$ cat src/rtl/addsub_pkg.sv
// Shared types and helpers for the round-robin add/subtract arbiter.
package addsub_pkg;

    localparam int DEFAULT_WIDTH = 8;
    localparam int MAX_REQ       = 8;
    localparam int IDX_W         = 3;

    typedef enum logic {OP_ADD = 1'b0, OP_SUB = 1'b1} op_e;

    typedef struct packed {
        logic             found;
        logic [IDX_W-1:0] idx;
    } rr_pick_t;

    // First set bit of valid scanning upward from ptr, wrapping at nreq.
    function automatic rr_pick_t rr_pick(input logic [MAX_REQ-1:0] valid,
                                         input logic [IDX_W-1:0]   ptr,
                                         input int                 nreq);
        rr_pick_t r;
        int       idx;
        r = '0;
        for (int k = 0; k < MAX_REQ; k++) begin
            idx = int'(ptr) + k;
            if (idx >= nreq) idx = idx - nreq;
            if (k < nreq && !r.found && valid[idx]) begin
                r.found = 1'b1;
                r.idx   = IDX_W'(idx);
            end
        end
        return r;
    endfunction

endpackage

$ cat src/rtl/addsub_arbiter_if.sv
// Request/response bundle between client FSMs (master) and the shared ALU arbiter (slave).
interface addsub_arbiter_if #(
    parameter int NREQ  = 4,
    parameter int WIDTH = 8,
    parameter int IDW   = $clog2(NREQ)
);
    logic [NREQ-1:0]       req_valid;
    logic [NREQ-1:0]       req_sub;
    logic [NREQ*WIDTH-1:0] req_a;
    logic [NREQ*WIDTH-1:0] req_b;
    logic [NREQ-1:0]       req_ready;
    logic                  rsp_valid;
    logic                  rsp_ready;
    logic [IDW-1:0]        rsp_id;
    logic [WIDTH-1:0]      rsp_dout;
    logic                  rsp_zero;

    modport master (
        output req_valid, req_sub, req_a, req_b, rsp_ready,
        input  req_ready, rsp_valid, rsp_id, rsp_dout, rsp_zero
    );

    modport slave (
        input  req_valid, req_sub, req_a, req_b, rsp_ready,
        output req_ready, rsp_valid, rsp_id, rsp_dout, rsp_zero
    );
endinterface

$ cat src/rtl/addsub_unit.sv
// Combinational WIDTH-bit add/subtract with zero detect; subtraction is a + ~b + 1.
module addsub_unit
    import addsub_pkg::*;
#(
    parameter int WIDTH = DEFAULT_WIDTH
) (
    input  logic             do_sub,
    input  logic [WIDTH-1:0] a,
    input  logic [WIDTH-1:0] b,
    output logic [WIDTH-1:0] dout,
    output logic             result_is_zero
);
    always_comb begin
        if (op_e'(do_sub) == OP_SUB) dout = a + ~b + WIDTH'(1);
        else                         dout = a + b;
    end

    assign result_is_zero = (dout == '0);
endmodule

$ cat src/rtl/addsub_arbiter.sv
// Round-robin share of one add/subtract unit among NREQ requesters with a
// single registered, id-tagged response channel.
module addsub_arbiter
    import addsub_pkg::*;
#(
    parameter int NREQ  = 4,
    parameter int WIDTH = DEFAULT_WIDTH,
    parameter int IDW   = $clog2(NREQ)
) (
    input  logic                clk,
    input  logic                reset,
    addsub_arbiter_if.slave     bus,
    output logic [15:0]         op_count
);
    logic [IDX_W-1:0] ptr;
    logic [IDX_W-1:0] gnt;
    logic [IDX_W-1:0] ptr_next;
    logic [IDW-1:0]   gnt_id;
    rr_pick_t         pick;
    logic             can_issue;
    logic             issue;
    logic [WIDTH-1:0] a_sel, b_sel, dout;
    logic             sub_sel, zero;

    assign pick      = rr_pick(MAX_REQ'(bus.req_valid), ptr, NREQ);
    assign gnt       = pick.idx;
    assign gnt_id    = gnt[IDW-1:0];
    assign can_issue = !bus.rsp_valid || bus.rsp_ready;
    assign issue     = can_issue && pick.found && !reset;
    assign ptr_next  = (int'(gnt) == NREQ - 1) ? '0 : gnt + 1'b1;

    always_comb begin
        bus.req_ready = '0;
        if (issue) bus.req_ready[gnt_id] = 1'b1;
    end

    assign a_sel   = bus.req_a[int'(gnt_id)*WIDTH +: WIDTH];
    assign b_sel   = bus.req_b[int'(gnt_id)*WIDTH +: WIDTH];
    assign sub_sel = bus.req_sub[gnt_id];

    addsub_unit #(.WIDTH(WIDTH)) u_alu (
        .do_sub         (sub_sel),
        .a              (a_sel),
        .b              (b_sel),
        .dout           (dout),
        .result_is_zero (zero)
    );

    // Response data only moves on a transfer; a drain without issue just drops valid.
    always_ff @(posedge clk) begin
        if (reset) begin
            bus.rsp_valid <= 1'b0;
            bus.rsp_id    <= '0;
            bus.rsp_dout  <= '0;
            bus.rsp_zero  <= 1'b0;
            op_count      <= '0;
            ptr           <= '0;
        end else if (issue) begin
            bus.rsp_valid <= 1'b1;
            bus.rsp_id    <= gnt_id;
            bus.rsp_dout  <= dout;
            bus.rsp_zero  <= zero;
            op_count      <= op_count + 16'd1;
            ptr           <= ptr_next;
        end else if (bus.rsp_ready) begin
            bus.rsp_valid <= 1'b0;
        end
    end
endmodule

$ cat src/flat_wrapper.sv
// flat-port wrapper written by rule: the top's interface ports become plain ports
module addsub_arbiter_flat import addsub_pkg::*;
#(
    parameter int NREQ  = 4,
    parameter int WIDTH = DEFAULT_WIDTH,
    parameter int IDW   = $clog2(NREQ)
)
  (clk, reset, op_count, bus_req_valid, bus_req_sub, bus_req_a, bus_req_b, bus_rsp_ready, bus_req_ready, bus_rsp_valid, bus_rsp_id, bus_rsp_dout, bus_rsp_zero);
  addsub_arbiter_if #(.NREQ(NREQ), .WIDTH(WIDTH), .IDW(IDW)) bus_i ();
  input  logic clk;
  input  logic reset;
  output logic [15:0] op_count;
  input wire logic [$bits(bus_i.req_valid)-1:0] bus_req_valid;
  input wire logic [$bits(bus_i.req_sub)-1:0] bus_req_sub;
  input wire logic [$bits(bus_i.req_a)-1:0] bus_req_a;
  input wire logic [$bits(bus_i.req_b)-1:0] bus_req_b;
  input wire logic [$bits(bus_i.rsp_ready)-1:0] bus_rsp_ready;
  output wire logic [$bits(bus_i.req_ready)-1:0] bus_req_ready;
  output wire logic [$bits(bus_i.rsp_valid)-1:0] bus_rsp_valid;
  output wire logic [$bits(bus_i.rsp_id)-1:0] bus_rsp_id;
  output wire logic [$bits(bus_i.rsp_dout)-1:0] bus_rsp_dout;
  output wire logic [$bits(bus_i.rsp_zero)-1:0] bus_rsp_zero;
  assign bus_i.req_valid = bus_req_valid;
  assign bus_i.req_sub = bus_req_sub;
  assign bus_i.req_a = bus_req_a;
  assign bus_i.req_b = bus_req_b;
  assign bus_i.rsp_ready = bus_rsp_ready;
  assign bus_req_ready = bus_i.req_ready;
  assign bus_rsp_valid = bus_i.rsp_valid;
  assign bus_rsp_id = bus_i.rsp_id;
  assign bus_rsp_dout = bus_i.rsp_dout;
  assign bus_rsp_zero = bus_i.rsp_zero;
  addsub_arbiter #(.NREQ(NREQ), .WIDTH(WIDTH), .IDW(IDW)) u_core (.clk(clk), .reset(reset), .bus(bus_i), .op_count(op_count));
endmodule
$ cat config.mk
export PLATFORM = sky130hd
export DESIGN_NAME = addsub_arbiter_flat
export DESIGN_NICKNAME = d
export VERILOG_FILES = /design/src/rtl/addsub_pkg.sv /design/src/rtl/addsub_arbiter_if.sv /design/src/rtl/addsub_unit.sv /design/src/rtl/addsub_arbiter.sv /design/src/flat_wrapper.sv
export SDC_FILE = /design/constraint.sdc
export NUM_CORES = 1
export LEC_CHECK = 0
export CAP_MARGIN = 20
export CORE_ASPECT_RATIO = 0.7
export CORE_MARGIN = 1.5
export CORE_UTILIZATION = 39
export DETAILED_ROUTE_END_ITERATION = 8
export PLACE_DENSITY = 0.75
export SETUP_SLACK_MARGIN = 0.3
export SLEW_MARGIN = 20
export SYNTH_ARGS = -nofsm -noshare
export SYNTH_HDL_FRONTEND = slang
export SYNTH_SLANG_ARGS = --single-unit
$ cat constraint.sdc
create_clock -name clk -period 14.95 [get_ports clk]
set_clock_uncertainty 0.1 [all_clocks]
set_input_delay 2.2425 -clock clk [delete_from_list [all_inputs] [get_ports clk]]
set_output_delay 2.2425 -clock clk [all_outputs]
set_load 0.005 [all_outputs]
==> results.rst, run 1 <==
.. list-table::
   :header-rows: 1

   * - Metric
     - Value
   * - Outcome
     - completed
   * - Root buffer selected by CTS
     - clkbuf_8
   * - Async set or reset register ratio after synthesis
     - 0%
   * - Share of total power in the clock network
     - 10.8%
   * - Slew at the pin closest to its max-slew limit
     - about 0.7 ns
   * - Worst setup path endpoint
     - bus_req_ready[3]
   * - CP Capture Type
     - primary output
   * - Power, Total
     - ~0.79 mW
   * - Most frequent cell after synthesis
     - nand2_1
   * - Tcrit/Tclk final
     - 52.1%
   * - Routed WL
     - ~7700 um
   * - Maximum cell stage delay along the critical path
     - between 0.5 and 0.6 ns
   * - FF-to-FF End
     - u_core.bus.rsp_zero
   * - Relative slew slack
     - between 50% and 60%
   * - Power spent charging and discharging nets
     - 0.376 mW
   * - Levels on crit path
     - 11
   * - Synthesis Warnings
     - 0
   * - TritonCTS sink count
     - 31
   * - CTS tree
     - done
   * - Length in cells of the worst reg-to-reg path
     - 20
   * - Number of buffers inserted by hold repair at cts
     - 0
   * - Maximum number of pins on one net before global-route repair
     - 37
   * - CP startpoint kind
     - input pin
   * - Top Ports
     - 107
   * - Hold Worst Slack
     - 0.362 ns
   * - Buffer depth of the longest clock path
     - 2
   * - Reg2Reg Setup Slack
     - approximately 9.5 ns
   * - Number of library cell types mapped by synthesis
     - between 50 and 60
   * - Total clock buffers created by CTS
     - 5
   * - Number of violations of the max-capacitance limit
     - 0
   * - Standard cell core area
     - slightly below 0.007 mm2
   * - Number of inserted diodes
     - 0
   * - CTS H-tree depth
     - 2
   * - Mean cell area of the mapped netlist
     - approximately 7.3 um2
   * - Peak supply drop
     - 0.0946 mV
   * - Final hold violation count
     - 0
   * - Total global routing overflow
     - 0
   * - Cell type contributing the most total cell area after synthesis
     - dfxtp_1
   * - Combinational fraction of design power
     - between 70% and 80%
   * - Total count of max-transition violations in the final report
     - 0
   * - CP Data Arrival Time
     - 5.44 ns
   * - First-pass GRT wire length
     - 13000 um
   * - List of most frequent post-synthesis cells
     - 74 x nand2_1, 31 x dfxtp_1, 28 x nor2_1, 22 x nand3_1, 21 x ha_1
   * - Category of the critical setup timing path
     - input pin to primary output
   * - Post CTS Setup Buffer Count
     - 0
   * - Largest cells by area after synthesis
     - dfxtp_1 22%, nand2_1 10%, ha_1 9.4%
   * - Maximum fanout encountered on the critical timing path
     - 36
   * - Static Leakage
     - about 1.7 nW
   * - Number of enable-type register cells in the synthesized netlist
     - 0
   * - Finished Core Util
     - around three fifths
   * - HPWL after detailed placement
     - around 6100 um
   * - Synthesized cell area
     - between 0.002 and 0.003 mm2
   * - Share of Yosys cell area claimed by the top area cell type
     - ~22%
   * - Number of vias per cell after detailed routing
     - slightly above 5
   * - HP Class
     - flip-flop to flip-flop
   * - 1st-iter DRT viols
     - between 100 and 150
   * - Gate count after technology mapping
     - roughly 380
   * - Kind of cell with the highest combined delay on the critical path
     - buffers and inverters
   * - Power density cells
     - 196 mW/mm2
   * - Internal power of the cells
     - around 0.41 mW
   * - Synth Register Bits
     - 31
   * - Unrepaired setup endpoints after global routing
     - no
   * - Antenna violations before repair
     - 0
   * - Worst setup path start
     - bus_req_valid[1]
   * - Overall routing resource usage
     - between 20% and 30%
   * - PortBufs
     - between 100 and 150
   * - Sequential group share of total power
     - 14.2%
   * - Post-cts repair resize count
     - 0
   * - Sum of negative setup slack
     - 0 ns
   * - GP Congestion
     - 0.853
   * - Die outline width
     - between 100 and 150 um
   * - Routed via count
     - 2930
   * - Detailed Routing Iterations Pass 1
     - 4
   * - Vias in the first global route
     - around 2.8k
   * - Remaining number of nets flagged by the antenna check after routing
     - 0
   * - Share of final-layout standard cells stronger than drive strength 1
     - about 5.0%
   * - Tmin final
     - between 7 and 8 ns
   * - Cell chain of the critical path
     - clkdlybuf4s50_1 > mux4_1 > and2_1 > o21bai_1 > o21a_1 > buf_4 > inv_1 > buf_4 > ha_1 > and2_1 > clkdlybuf4s50_1
   * - Most used flip-flop cell after synthesis
     - dfxtp_1
   * - Sum of buffers and inverters on the critical path
     - 5
   * - WP data required
     - roughly 13 ns
   * - Endpoints failing setup
     - 0
   * - Row Count
     - 25
   * - Switching Share
     - approximately 48%
   * - Layout-stage area growth over the synthesis result
     - 44.8%
   * - Proportion of synthesized chip area in sequential cells
     - around 22%
   * - Clock slew at reported path FFs
     - roughly 0.06 ns
   * - Chip Height
     - between 70 and 80 um
   * - Initial core utilization
     - between 40% and 50%
   * - Detail-routed net length per standard cell
     - between 10 and 15 um
   * - Origin of the critical flop-to-flop path
     - u_core.ptr[0]
   * - Clock Latency Late Sink
     - 0.28 ns
   * - Net count of the mapped netlist
     - about 480
   * - Max Clock Freq
     - between 100 and 150 MHz
   * - Number of nets in the layout
     - roughly 580
   * - Slowest cell on the critical path
     - clkdlybuf4s50_1
   * - Remaining routing DRC violations
     - 0
   * - Die Footprint
     - ~0.0077 mm2
sequential cells by signal, summed over array words and instances (netlist names):
name / flops
u_core.bus.rsp_dout: 8
u_core.bus.rsp_valid: 1
u_core.bus.rsp_id: 2
u_core.ptr: 3
u_core.op_count: 16
u_core.bus.rsp_zero: 1
final cells by class:
cell class                 instances  area, um2
clock inverter                     2       35.0
clock buffer                       6       82.6
inverter                          18       70.1
multi-input combinational        310       2010
timing repair buffer             111       1100
tap                               94        118
sequential                        31        621
fill                             639       2790
how the worst min path moves through the flow:
stage                         from                  end  slack (ns)  depth (start not counted)
6_report       u_core.bus.rsp_zero  u_core.bus.rsp_zero        0.36                          2
5_1_grt        u_core.bus.rsp_zero  u_core.bus.rsp_zero        0.40                          2
4_1_cts        u_core.bus.rsp_zero  u_core.bus.rsp_zero        0.36                          2
3_5_place_dp   u_core.bus.rsp_zero  u_core.bus.rsp_zero        0.35                          2
3_3_place_gp   u_core.bus.rsp_zero  u_core.bus.rsp_zero        0.34                          2
2_1_floorplan  u_core.bus.rsp_zero  u_core.bus.rsp_zero        0.35                          2
placed cells by master (no fill, tap or decap), types with 6 or more instances in the layout:
cell	instances
xnor2_1	7
ha_1	21
a21o_1	8
nand2_1	74
inv_1	17
dfxtp_1	31
nand3b_1	7
clkbuf_8	6
nor2_1	28
o21ai_0	7
and3_1	13
nand3_1	22
clkdlybuf4s50_1	106
o21bai_1	6
a21oi_1	17
a31oi_1	7
xor2_1	12
and2_1	14
through the flow:
step	worst slack, ns	std cells	cell area, um2
final	7.16	572	4030
after global routing	6.97	572	4030
after CTS	7.18	572	4030
after detailed placement	7.19	564	3910
after global placement	7.32	564	3910
after floorplan	8.21	379	2780
routing by layer:
layer / track usage (%) / up-vias / part of all wire (%)
met5: 0 / - / 0
met4: 3.86 / 0 / 0.91
met3: 4.17 / 4 / 4.3
met2: 34.5 / 70 / 45
met1: 27.7 / 1343 / 50
li1: - / 1513 / -
kinds of logic after synthesis:
| kind of cell | synth area share, % |
|---|---|
| flops | 22.3 |
| mux | 2.83 |
| simple gates | 31.4 |
| compound gates | 20.8 |
| buf+inv | 5.84 |
| fa+ha+maj | 10.9 |
| xor+xnor | 5.98 |
worst register-to-register path: stages (launching register included):
cell and delay (ns):
dfxtp_1 0.63, inv_4 0.08, ha_1 0.47, nor2_1 0.08, or3_4 0.34, a211o_1 0.35
o21a_1 0.18, buf_4 0.25, inv_1 0.10, buf_4 0.29, nand2_1 0.09, and3_1 0.18
a31oi_1 0.31, ha_1 0.37, a21o_1 0.20, a21oi_1 0.23, o221ai_1 0.20, and3_1 0.23
nor4_1 0.41, nand4_1 0.15, a21oi_1 0.16
power by group through the flow:
stage	registers (mW)	clock network, mW	logic [mW]
floorplan	0.110	0	0.440
finish	0.112	0.0850	0.592
CTS	0.111	0.0866	0.591
global placement	0.112	0	0.574
global route	0.114	0.0903	0.669
detailed placement	0.113	0	0.589
Note: power is estimated with default switching activity, not from simulation.
==> run 2, diff against run 1 <==
PLACE_DENSITY = 0.78   (was 0.75)
clock period = 7.1 ns   (was 14.95 ns; I/O delays follow)
==> run 2 against run 1 <==
Net effect:
- first-iteration DRC count up 11%
- sequential power is 110% higher
- core utilization fell by 0.66 points
- highest routed layer unchanged
==> results.rst, run 2 (synthesis results as in run 1) <==
.. list-table::
   :header-rows: 1

   * - Metric
     - Value
   * - Tcrit/Tclk final
     - around 85%
   * - Remaining number of nets flagged by the antenna check after routing
     - 0 (unchanged)
   * - Most common cell after layout, fill and taps aside
     - clkdlybuf4s50_1 (unchanged)
   * - TritonCTS sink count
     - 31 (unchanged)
   * - Tmin final
     - roughly 6.0 ns
   * - Number of buffers inserted by hold repair at cts
     - 0 (unchanged)
   * - Overall routing resource usage
     - 20.8% (was 20.5%)
   * - Power density cells
     - 408 mW/mm2 (was 196 mW/mm2)
   * - CTS H-tree depth
     - 2 (unchanged)
   * - 1st-iter DRT viols
     - 161 (was 145)
   * - Routed via count
     - 2994 (was 2930)
   * - Area of all placed cells without fillers
     - 0.00399 mm2 (was 0.00403 mm2)
   * - DP Cell Count
     - 562 (was 564)
   * - First-pass GRT wire length
     - 13200 um (was 13000 um)
   * - Sum of negative setup slack
     - 0 ns (unchanged)
   * - Relative slew slack
     - 39.3% (was 54.6%)
   * - Maximum number of pins on one net before global-route repair
     - 37 (unchanged)
   * - PortBufs
     - 106 (unchanged)
   * - Post-Place Cell Area
     - 0.00390 mm2 (was 0.00391 mm2)
   * - Number of violations of the max-capacitance limit
     - 0 (unchanged)
   * - Endpoints failing setup
     - 0 (unchanged)
   * - Worst slack at placement
     - 0.848 ns (was 7.19 ns)
   * - Largest register FFs
     - 16 (unchanged)
   * - Unrepaired setup endpoints after global routing
     - no (unchanged)
   * - Outcome
     - completed (unchanged)
   * - Vias in the first global route
     - 2964 (was 2793)
   * - Worst hold stages
     - 2 (unchanged)
   * - Power, Total
     - 1.62 mW (was 0.788 mW)
   * - Max Clock Freq
     - around 170 MHz
   * - Highest-count cells in the layout ignoring fill and taps
     - 106 x clkdlybuf4s50_1, 74 x nand2_1, 31 x dfxtp_1 (unchanged)
   * - Registers with the most flip-flops
     - u_core.op_count (16), u_core.bus.rsp_dout (8), u_core.ptr (3) (unchanged)
   * - Initial core utilization
     - 40.8% (unchanged)
   * - Finished Layout Cells
     - 569 (was 572)
   * - Chip Height
     - 73.7 um (unchanged)
   * - Routed WL
     - 7700 um (was 7680 um)
   * - Detailed Routing Iterations Pass 1
     - 5 (was 4)
   * - Finished Core Util
     - 58.4% (was 59.1%)
   * - CP Data Arrival Time
     - 6.14 ns (was 5.44 ns)
   * - Length in cells of the worst reg-to-reg path
     - 23 (was 20)
   * - CP Capture Type
     - flip-flop (was primary output)
   * - Remaining routing DRC violations
     - 0 (unchanged)
   * - Peak supply drop
     - 0.201 mV (was 0.0946 mV)
   * - Layout fillers
     - 658 (was 639)
   * - Top Ports
     - 107 (unchanged)
   * - Final hold violation count
     - 0 (unchanged)
   * - Detail-routed net length per standard cell
     - 13.5 um (was 13.4 um)
   * - WP data required
     - 7.22 ns (was 12.61 ns)
   * - Total global routing overflow
     - 0 (unchanged)
   * - Clock Latency Late Sink
     - 0.28 ns (about the same)
   * - Post CTS Setup Buffer Count
     - 0 (unchanged)
   * - Largest reg by FF count
     - u_core.op_count (unchanged)
   * - Maximum fanout encountered on the critical timing path
     - 36 (unchanged)
   * - Total clock buffers created by CTS
     - 5 (unchanged)
   * - Buffer depth of the longest clock path
     - 2 (unchanged)
   * - Die outline width
     - 104 um (unchanged)
   * - Category of the critical setup timing path
     - input pin to flip-flop (was input pin to primary output)
   * - Number of inserted diodes
     - 0 (unchanged)
   * - HP Class
     - flip-flop to flip-flop (unchanged)
   * - Share of final-layout standard cells stronger than drive strength 1
     - 4.42% (was 5.02%)
   * - Die Footprint
     - 0.00766 mm2 (unchanged)
   * - Hold Worst Slack
     - 0.364 ns (was 0.362 ns)
   * - Slew at the pin closest to its max-slew limit
     - 0.910 ns (was 0.681 ns)
   * - Root buffer selected by CTS
     - clkbuf_8 (unchanged)
   * - Static Leakage
     - 1.67 nW (was 1.69 nW)
   * - GP Congestion
     - 0.917 (was 0.853)
   * - CTS tree
     - done (unchanged)
   * - CP startpoint kind
     - input pin (unchanged)
   * - Post-layout worst setup margin
     - 1.08 ns (was 7.16 ns)
   * - HPWL after detailed placement
     - 6050 um (was 6070 um)
   * - Number of vias per cell after detailed routing
     - 5.26 (was 5.12)
   * - Antenna violations before repair
     - 0 (unchanged)
   * - Layout-stage area growth over the synthesis result
     - 43.1% (was 44.8%)
   * - Standard cell core area
     - 0.00682 mm2 (unchanged)
   * - Clock slew at reported path FFs
     - 0.06 ns (about the same)
   * - Number of nets in the layout
     - 573 (was 575)
   * - Post-cts repair resize count
     - 0 (unchanged)
   * - Row Count
     - 25 (unchanged)
   * - Total count of max-transition violations in the final report
     - 0 (unchanged)
==> run 2: cell count changes in the layout (fill, tap and decap cells not counted) <==
cell       previous run  this run
buf_4                 5         3
bufinv_16             1         0
==> run 2: final timing paths <==
kind                       startpoint                   to  slack (ns)
hold reg to reg   u_core.bus.rsp_zero  u_core.bus.rsp_zero        0.36
setup / recovery     bus_req_valid[3]  u_core.bus.rsp_zero        1.08
setup reg to reg        u_core.ptr[0]  u_core.bus.rsp_zero        1.44
hold / removal    u_core.bus.rsp_zero  u_core.bus.rsp_zero        0.36
==> run 2: critical path, cell delays in order <==
cell             delay [ns]
clkdlybuf4s50_1        0.54
mux4_1                 0.56
and2_1                 0.19
o21bai_1               0.18
o21a_1                 0.21
buf_4                  0.24
inv_1                  0.71
nand2_1                0.10
and3_1                 0.21
a31oi_1                0.27
ha_1                   0.28
fa_1                   0.20
nor2_1                 0.05
nor2_1                 0.13
o21bai_1               0.10
a21oi_1                0.16
nor2_1                 0.05
o211ai_1               0.19
a21oi_1                0.11
nor4_1                 0.29
nand4_1                0.14
a21oi_1                0.15
==> run 2: routing by layer <==
metal / global-route usage, % / part of all wire (%) / wire [um] / vias to the layer above
met3: 5.06 / 6.9 / 530 / 19
met1: 26.6 / 46 / 3560 / 1367
met5: 0 / 0 / 0 / -
li1: - / - / - / 1503
met2: 34.7 / 44 / 3420 / 105
met4: 7.10 / 2.4 / 187 / 0
==> run 2: area by class of cell <==
type / count / area (um2) / area share [%]
Sequential cell: 31 / 621 / 15.6
Clock inverter: 1 / 5.00 / 0.126
Multi-Input combinational cell: 310 / 2010 / 50.3
Clock buffer: 6 / 82.6 / 2.07
Inverter: 18 / 70.1 / 1.76
Timing Repair Buffer: 109 / 1080 / 27.2
Tap cell: 94 / 118 / 2.95
==> run 2: power breakdown <==
| group | internal (mW) | total [mW] | switching [mW] |
|---|---|---|---|
| Sequential | 0.207 | 0.233 | 0.0263 |
| Clock | 0.0759 | 0.141 | 0.0647 |
| Combinational | 0.544 | 1.25 | 0.706 |
| Total | 0.827 | 1.62 | 0.797 |
==> run 3, diff against run 2 <==
clock period = 5.1 ns   (was 7.1 ns; I/O delays follow)
==> run 3 against run 2 <==
Net effect:
- via count increased by 3.0%
- first-iteration DRC count shrank 27%
- sequential share of layout area decreased by 0.75 points
- final cell count is 2.3% higher
- worst hold slack better by 0.0014 ns
- final area is 5.3% higher
- critical path depth is the same
- largest cell class unchanged
- largest power group unchanged
- highest routed layer unchanged
==> results.rst, run 3 (synthesis results as in run 1) <==
.. list-table::
   :header-rows: 1

   * - Metric
     - Value
   * - Outcome
     - completed (unchanged)
   * - Detailed Routing Iterations Pass 1
     - 4 (was 5)
   * - Root buffer selected by CTS
     - clkbuf_8 (unchanged)
   * - Cell chain of the critical path
     - clkdlybuf4s50_1 > mux4_2 > and2_4 > o21bai_1 > o21a_2 > inv_2 > buf_12 > nand2_1 > and3_1 > a31oi_1 > ha_2 > fa_1 > nor2_1 > nor2_1 > o21bai_1 > a21oi_1 > nor2_1 > o211ai_1 > a21oi_1 > nor4_2 > nand4_1 > a21oi_2 (was clkdlybuf4s50_1 > mux4_1 > and2_1 > o21bai_1 > o21a_1 > buf_4 > inv_1 > nand2_1 > and3_1 > a31oi_1 > ha_1 > fa_1 > nor2_1 > nor2_1 > o21bai_1 > a21oi_1 > nor2_1 > o211ai_1 > a21oi_1 > nor4_1 > nand4_1 > a21oi_1)
   * - Tmin final
     - about 4.6 ns
   * - Chip Height
     - 73.7 um (unchanged)
   * - Length in cells of the worst reg-to-reg path
     - 23 (unchanged)
   * - Largest reg by FF count
     - u_core.op_count (unchanged)
   * - Most numerous cell on the critical path
     - nor2_1
   * - Maximum cell stage delay along the critical path
     - 0.46 ns (was 0.71 ns)
   * - Largest register FFs
     - 16 (unchanged)
   * - Power density cells
     - 594 mW/mm2 (was 408 mW/mm2)
   * - Hold endpoint
     - u_core.bus.rsp_zero (unchanged)
   * - Post-Place Cell Area
     - 0.00398 mm2 (was 0.00390 mm2)
   * - Max Clock Freq
     - between 200 and 250 MHz
   * - Worst hold stages
     - 2 (unchanged)
   * - Die Footprint
     - 0.00766 mm2 (unchanged)
   * - First-pass GRT wire length
     - 13300 um (was 13200 um)
   * - Category of the critical setup timing path
     - input pin to flip-flop (unchanged)
   * - Area of all placed cells without fillers
     - 0.00420 mm2 (was 0.00399 mm2)
   * - 1st-iter DRT viols
     - 118 (was 161)
   * - Unrepaired setup endpoints after global routing
     - no (unchanged)
   * - Hold Worst Slack
     - 0.365 ns (was 0.364 ns)
   * - Initial core utilization
     - 40.8% (unchanged)
   * - Top Ports
     - 107 (unchanged)
   * - Most common cell after layout, fill and taps aside
     - clkdlybuf4s50_1 (unchanged)
   * - Clock slew at reported path FFs
     - 0.06 ns (about the same)
   * - Remaining number of nets flagged by the antenna check after routing
     - 0 (unchanged)
   * - Buffer depth of the longest clock path
     - 2 (unchanged)
   * - Share of final-layout standard cells stronger than drive strength 1
     - 9.84% (was 4.42%)
   * - Finished Core Util
     - 61.5% (was 58.4%)
   * - Launch instance of the worst min-delay path
     - u_core.bus.rsp_zero (unchanged)
   * - Remaining routing DRC violations
     - 0 (unchanged)
   * - CP Data Arrival Time
     - 4.75 ns (was 6.14 ns)
   * - Number of violations of the max-capacitance limit
     - 0 (unchanged)
   * - CP startpoint kind
     - input pin (unchanged)
   * - Finished Layout Cells
     - 582 (was 569)
   * - Total count of max-transition violations in the final report
     - 0 (unchanged)
   * - Die outline width
     - 104 um (unchanged)
   * - Overall routing resource usage
     - 21.3% (was 20.8%)
   * - WP data required
     - 5.22 ns (was 7.22 ns)
   * - Reg2Reg Setup Slack
     - 0.57 ns (was 1.44 ns)
   * - Layout fillers
     - 616 (was 658)
   * - Maximum number of pins on one net before global-route repair
     - 36 (was 37)
   * - HP Class
     - flip-flop to flip-flop (unchanged)
   * - Layout-stage area growth over the synthesis result
     - 50.7% (was 43.1%)
   * - Peak supply drop
     - 0.287 mV (was 0.201 mV)
   * - DP Cell Count
     - 570 (was 562)
   * - Vias in the first global route
     - 2909 (was 2964)
   * - Routed WL
     - 8450 um (was 7700 um)
   * - Number of vias per cell after detailed routing
     - 5.30 (was 5.26)
   * - Routed via count
     - 3085 (was 2994)
   * - CTS H-tree depth
     - 2 (unchanged)
   * - Relative slew slack
     - 62.1% (was 39.3%)
   * - Antenna violations before repair
     - 0 (unchanged)
   * - Total global routing overflow
     - 0 (unchanged)
   * - Origin of the critical flop-to-flop path
     - u_core.ptr[1] (was u_core.ptr[0])
   * - Number of inserted diodes
     - 0 (unchanged)
   * - Endpoints failing setup
     - 0 (unchanged)
   * - FF-to-FF End
     - u_core.bus.rsp_zero (unchanged)
   * - CP Capture Type
     - flip-flop (unchanged)
   * - Final hold violation count
     - 0 (unchanged)
   * - TritonCTS sink count
     - 31 (unchanged)
   * - Clock Latency Late Sink
     - 0.28 ns (about the same)
   * - Slew at the pin closest to its max-slew limit
     - 0.567 ns (was 0.910 ns)
   * - HPWL after detailed placement
     - 6430 um (was 6050 um)
   * - Static Leakage
     - 1.75 nW (was 1.67 nW)
   * - Number of nets in the layout
     - 585 (was 573)
   * - Highest-count cells in the layout ignoring fill and taps
     - 105 x clkdlybuf4s50_1, 74 x nand2_1, 30 x dfxtp_1 (was 106 x clkdlybuf4s50_1, 74 x nand2_1, 31 x dfxtp_1)
   * - Maximum fanout encountered on the critical timing path
     - 16 (was 36)
   * - GP Congestion
     - 0.934 (was 0.917)
   * - Row Count
     - 25 (unchanged)
   * - CTS tree
     - done (unchanged)
   * - Registers with the most flip-flops
     - u_core.op_count (16), u_core.bus.rsp_dout (8), u_core.ptr (3) (unchanged)
   * - Detail-routed net length per standard cell
     - 14.5 um (was 13.5 um)
   * - Number of buffers inserted by hold repair at cts
     - 0 (unchanged)
   * - Standard cell core area
     - 0.00682 mm2 (unchanged)
   * - Tcrit/Tclk final
     - 90.8%
   * - Total clock buffers created by CTS
     - 5 (unchanged)
   * - PortBufs
     - 106 (unchanged)
   * - Slowest cell on the critical path
     - mux4_2 (was inv_1)
==> run 3: changes by cell type in the layout (fill, tap and decap cells not counted), sizes merged <==
cell and change:
buf +10, clkbuf +4, clkdlybuf4s50 -1, clkinv -1
clkinvlp +1, dlymetal6s2s +1, inv -1
==> run 3: worst max path at each step <==
stage,depth (start not counted),startpoint,to
finish,22,bus_req_valid[1],u_core.bus.rsp_zero
global route,22,bus_req_valid[1],u_core.bus.rsp_zero
CTS,22,bus_req_valid[2],u_core.bus.rsp_zero
detailed placement,18,bus_req_valid[2],u_core.bus.rsp_zero
global placement,20,bus_req_valid[2],u_core.bus.rsp_zero
floorplan,27,u_core.ptr[0],u_core.bus.rsp_zero
==> run 3: per-stage QoR <==
stage / setup WS, ns / setup TNS (ns) / power [mW]
2_1_floorplan: 0.319 / 0 / 1.61
3_3_place_gp: 0.0820 / 0 / 2.06
3_5_place_dp: -0.0563 / -0.0563 / 2.10
4_1_cts: 0.331 / 0 / 2.35
5_1_grt: 0.301 / 0 / 2.71
6_report: 0.470 / 0 / 2.49
==> run 3: critical path: cells and delay by family <==
kind,cells,cell delay [ns]
fa+ha+maj,2,0.46
mux,1,0.46
compound gates,8,1.38
buf+inv,3,0.66
simple gates,8,0.99
==> run 3: area by class of cell <==
class                           instances  area, um2  share of cell area, %
Clock buffer                            8        100                   2.39
Inverter                               18       73.8                   1.76
Multi-Input combinational cell        310       2050                   48.8
Sequential cell                        31        622                   14.8
Tap cell                               94        118                   2.80
Timing Repair Buffer                  121       1240                   29.5
==> run 3: layer usage <==
| metal | vias to the layer above | GRT usage [%] | share of wire [%] |
|---|---|---|---|
| met5 | - | 0 | 0 |
| li1 | 1532 | - | - |
| met1 | 1433 | 27.4 | 47 |
| met4 | 0 | 5.71 | 2.0 |
| met3 | 19 | 4.53 | 6.2 |
| met2 | 101 | 36.7 | 45 |
==> run 3: power breakdown <==
group,switching (mW),internal (mW)
sequential,0.0364,0.289
clock,0.0847,0.123
combinational,1.07,0.889
==> run 3: what timing repair did <==
item | in CTS | in global routing
gates cloned | 0 | 2
buffers inserted | 0 | 2
setup endpoints to repair | 1 | 3
pin swaps | 0 | 6
gates resized for setup | 3 | 15
